## config.mk

```make
export PLATFORM = sky130hd
export DESIGN_NAME = fetch_decode_queue
export DESIGN_NICKNAME = d
export VERILOG_FILES = /design/src/rtl/fetch_decode_queue.sv
export SDC_FILE = /design/constraint.sdc
export NUM_CORES = 1
export LEC_CHECK = 0
export ABC_AREA = 1
export CAP_MARGIN = 40
export CORE_ASPECT_RATIO = 1.25
export CORE_MARGIN = 1
export CORE_UTILIZATION = 40
export CTS_CLUSTER_SIZE = 40
export DETAILED_ROUTE_END_ITERATION = 10
export GPL_TIMING_DRIVEN = 0
export PLACE_DENSITY = 0.66
export REMOVE_ABC_BUFFERS = 1
export SLEW_MARGIN = 10
export SYNTH_ARGS = -nofsm -noshare
export SYNTH_HDL_FRONTEND = slang
export SYNTH_SLANG_ARGS = --single-unit
```

## constraint.sdc

```tcl
create_clock -name clk -period 16.7 [get_ports clk]
set_clock_uncertainty 0.1 [all_clocks]
set_input_delay 3.34 -clock clk [delete_from_list [all_inputs] [get_ports clk]]
set_output_delay 3.34 -clock clk [all_outputs]
set_load 0.05 [all_outputs]
```

## src/rtl/fetch_decode_queue.sv

```systemverilog
// Fetch-to-decode decoupling FIFO of {pc, instr} pairs with valid/ready on both sides.
// The occupancy count is the only full/empty discriminator; flush empties the queue.
module fetch_decode_queue #(
    parameter int          DEPTH     = 2,
    parameter int          PTR_W     = $clog2(DEPTH),
    parameter logic [31:0] NOP_INSTR = 32'h0000_0013
) (
    input  logic             clk,
    input  logic             rst,
    input  logic             flush,
    input  logic             in_valid,
    input  logic [31:0]      in_pc,
    input  logic [31:0]      in_instr,
    output logic             in_ready,
    output logic             out_valid,
    output logic [31:0]      out_pc,
    output logic [31:0]      out_instr,
    input  logic             out_ready,
    output logic [PTR_W:0]   count
);

    typedef struct packed {
        logic [31:0] pc;
        logic [31:0] instr;
    } fdq_entry_t;

    localparam logic [PTR_W:0] FULL_CNT = (PTR_W+1)'(DEPTH);

    fdq_entry_t           mem [DEPTH];
    logic [PTR_W-1:0]     wr_ptr, rd_ptr;
    logic                 push, pop;

    // Readiness depends only on registered occupancy, never on out_ready.
    assign in_ready  = (count != FULL_CNT);
    assign out_valid = (count != '0);
    assign push      = in_valid & in_ready & ~flush;
    assign pop       = out_valid & out_ready & ~flush;

    assign out_pc    = out_valid ? mem[rd_ptr].pc    : 32'h0;
    assign out_instr = out_valid ? mem[rd_ptr].instr : NOP_INSTR;

    always_ff @(posedge clk or negedge rst) begin
        if (!rst) begin
            wr_ptr <= '0;
            rd_ptr <= '0;
            count  <= '0;
        end else if (flush) begin
            wr_ptr <= '0;
            rd_ptr <= '0;
            count  <= '0;
        end else begin
            if (push) wr_ptr <= wr_ptr + 1'b1;
            if (pop)  rd_ptr <= rd_ptr + 1'b1;
            case ({push, pop})
                2'b10:   count <= count + 1'b1;
                2'b01:   count <= count - 1'b1;
                default: ;
            endcase
        end
    end

    // Storage is not reset; occupancy masks stale entries.
    always_ff @(posedge clk) begin
        if (push) mem[wr_ptr] <= '{pc: in_pc, instr: in_instr};
    end

endmodule

```

==> results list <==
- For this design, the CTS-stage hold fixing added 0 buffers.
* Drt via density: ~4.7
* RSZ-0062 raised after global routing: false
- Most area-hungry cell type in the Yosys netlist: sky130_fd_sc_hd__edfxtp_1
- In this run the biggest area consumer among cell types represents 76.7% of the synthesized area.
* CTS tree: done
- Switching Share: ~40%
- Counting flops and latches in the post-synthesis netlist gives 132.
- After detailed routing, the number of remaining DRC violations is 0.
- For the pin with the worst max-slew slack, the measured transition is roughly 0.82 ns.
- Cells with a size suffix above 1 make up 9.59% of the layout.
- Total routing usage reported by global routing: around 17%
- Sum of negative setup slack: 0 ns
- The run finished with clean final reports.
- Post-Layout Inst Area: ~7300 sq um
- After detailed placement, the total cell area comes to around 6700 sq um.
* Synthesis Warnings: 0
- Crit path kind: reg -> out
- Setup violations remaining at the end of the flow were counted as 0.
* Maximum VDD drop: roughly 0.089 mV
- Final wirelength: ~11000 um
- Once placement completed, the tool counted placed cells totaling approximately 670.
- The clock net in this run drives a total of between 100 and 150 sinks.
- The worst path meets setup with about 10 ns of slack.
- Row generation in the floorplan step produced 45 rows.
- Commonest non-fill, non-tap cell in the layout: sky130_fd_sc_hd__nand2_1
- For this run, the post-layout net count is about 600.
- Io pins: approximately 140
- In this design, the largest share of critical-path delay is due to buffers and inverters.
- On the worst path, the slowest cell contributes a delay of a little over 0.8 ns.
* Top cells by area, synth: sky130_fd_sc_hd__edfxtp_1, sky130_fd_sc_hd__nand2_1, sky130_fd_sc_hd__a21oi_1
* Most frequent cells in the layout: sky130_fd_sc_hd__nand2_1, sky130_fd_sc_hd__clkdlybuf4s50_1, sky130_fd_sc_hd__edfxtp_1
- Across all layers, the routed design uses ~3.3k vias.
* Startpoint Class: flip-flop
- The floorplan step set the die width to between 100 and 150 um.
- After the first detailed-routing iteration, the DRC count stood at ~130.
- Across all hold checks on the routed design, the worst slack comes to approximately 0.48 ns.
- Layout Area Growth over Synthesis: 46.0%
- Crit path buf inv count: 5
- The signal on the critical path passes through buf_16 > buf_16 > inv_2 > buf_12 > nand2_1 > a21oi_1 > clkdlybuf4s50_1.
- Most used cell, CP: sky130_fd_sc_hd__buf_16
* Insertion delay of the later-clocked pin in the worst-skew pair: roughly 0.39 ns
- The internal portion of the total power is 0.841 mW.
- Once the floorplan was initialized, standard cells occupied approximately two fifths of the core.
* Clock root cell: sky130_fd_sc_hd__clkbuf_16
* Signal arrival time at the worst endpoint: ~3.3 ns
- Entering global routing, the biggest net connects 37 pins.
- Once layout is complete, the cells apart from fillers number between 700 and 800.
* Reg power frac: 29.5%
- Dividing the detail-routed wire length by the instance count gives approximately 15 um.
* Worst endpoint required time: ~13 ns
- In this run, CTS created clock tree buffers numbering 17.
- After layout, the minimum clock period comes to 6.73 ns.
- Diodes inserted: 0
- The filler cells instantiated in the layout total between 900 and 1k.
- The number of antenna violations at the first check in global routing is 0.
* First-pass GRT wire length: between 15000 and 20000 um
* Power per standard cell area: about 190 nW/um^2
- Distinct cell type count of the synthesized netlist: 16
* ANT nets after route: 0
- STA classifies the critical path endpoint as an output pin.
* Gate Count Post-Synth: 382
* Max_slew headroom: 45.0%
- Highest net fanout along the worst path: 34
- The via count of the first global-routing pass came to ~3.4k.
* Share of total power in the clock network: 28.3%
* Total number of H-tree levels: 4
- Placeable core region: 12200 sq um
* Static Leak: roughly 2.6 nW
- The HPWL after detailed placement is between 6000 and 7000 um.
- Counting along the longest clock path gives a buffer depth of 2.
- Of the available clock period, the critical path in the final layout requires about two fifths.
* Worst setup slack before clock tree synthesis: between 10 and 15 ns
* Power dissipated by switching net loads: 0.554 mW
- Grt total ovfl: 0
* Area of the die: between 10000 and 15000 sq um
- Based on the critical path, the design can be clocked at up to about 0.15 GHz.
- Detailed-router iteration count before antenna repair: 4
- The worst hold path belongs to the class reg -> reg.
- Post-synthesis sequential area ratio: between 70% and 80%
- In this run the post-CTS setup repair buffer count came out at 0.
* Final weighted congestion of routability-driven global placement: 0.709
- After synthesis the cells add up to between 5000 and 6000 sq um.
- On the critical path, the stage with the largest delay is an instance of sky130_fd_sc_hd__clkdlybuf4s50_1.
- Die height: around 130 um
- Post-synthesis area per instance: ~13 sq um
* Final number of max-transition violations: 0
- Portion of total power attributed to combinational logic: between 40% and 50%
- The number of hold violations in the final report was 0.
- Clock-pin slew of the registers on the worst-case setup and hold paths: about 0.05 ns
- After clock tree synthesis, the repair step resized 0 gates.
- Port buffer count: between 100 and 150
- The tool flagged a number of max-cap violations equal to 0.
==> worst min-delay path: cells and delay by family (launching register included) <==
kind,cells,cell delay (ns)
compound gates,1,0.16
buf+inv,1,0.06
flops,1,0.32
==> per-stage QoR <==
stage	utilization [%]	total power, mW
floorplan	-	0.785
detailed placement	54.9	1.01
CTS	60.1	1.41
finish	60.1	1.40
global route	60.1	1.45
global placement	53.3	0.996
==> per-layer routing <==
metal / up-vias / GRT usage [%] / wire (um)
met1: 1597 / 20.2 / 4590
met2: 101 / 29.5 / 5540
met3: 10 / 4.92 / 594
met5: - / 0 / 0
met4: 0 / 6.47 / 106
li1: 1636 / - / -
==> final timing paths <==
path,start,end,slack [ns],cells past startpoint
max,rd_ptr$_DFFE_PN0P_,out_instr[15],9.97,7
min,wr_ptr$_DFFE_PN0P_,wr_ptr$_DFFE_PN0P_,0.48,2
max reg2reg,rd_ptr$_DFFE_PN0P_,rd_ptr$_DFFE_PN0P_,14.47,6
min reg2reg,wr_ptr$_DFFE_PN0P_,wr_ptr$_DFFE_PN0P_,0.48,2
max in group asynchronous,rst,rd_ptr$_DFFE_PN0P_,13.24,1
min in group asynchronous,rst,wr_ptr$_DFFE_PN0P_,3.06,1
==> synthesized netlist by cell type (all sizes together) <==
cell type	number
clkbuf	2
edfxtp	128
inv	9
nand3b	1
nand3	5
nor2	3
nor3	1
buf	18
nand2	146
dfrtp	4
a21oi	63
o21ai	2
==> registers in the layout, summed over array words and instances, names as in the netlist <==
register  count
mem         128
count         2
rd_ptr        1
wr_ptr        1
==> area by class of cell <==
type                            instances  area [sq um]  area share (%)
Sequential cell                       132          3950            53.9
Timing Repair Buffer                  148          1540            21.1
Multi-Input combinational cell        221           946            12.9
Clock buffer                           18           429            5.87
Clock inverter                         14           209            2.86
Tap cell                              164           205            2.81
Inverter                                9          36.3           0.496
==> power groups by stage <==
stage | logic (mW) | registers (mW) | clock network, mW
after floorplan | 0.358 | 0.428 | 0
after global placement | 0.567 | 0.429 | 0
after global routing | 0.619 | 0.414 | 0.418
after CTS | 0.596 | 0.412 | 0.403
after detailed placement | 0.592 | 0.418 | 0
final | 0.589 | 0.411 | 0.395
==> cell families after synthesis <==
logic type             share of synthesized area [%]
AOI/OAI and AO/OA                               6.57
buffers and inverters                           2.62
DFF                                             78.7
and+or+nand+nor                                 12.1
No activity file was read; power rests on OpenSTA's default activity.
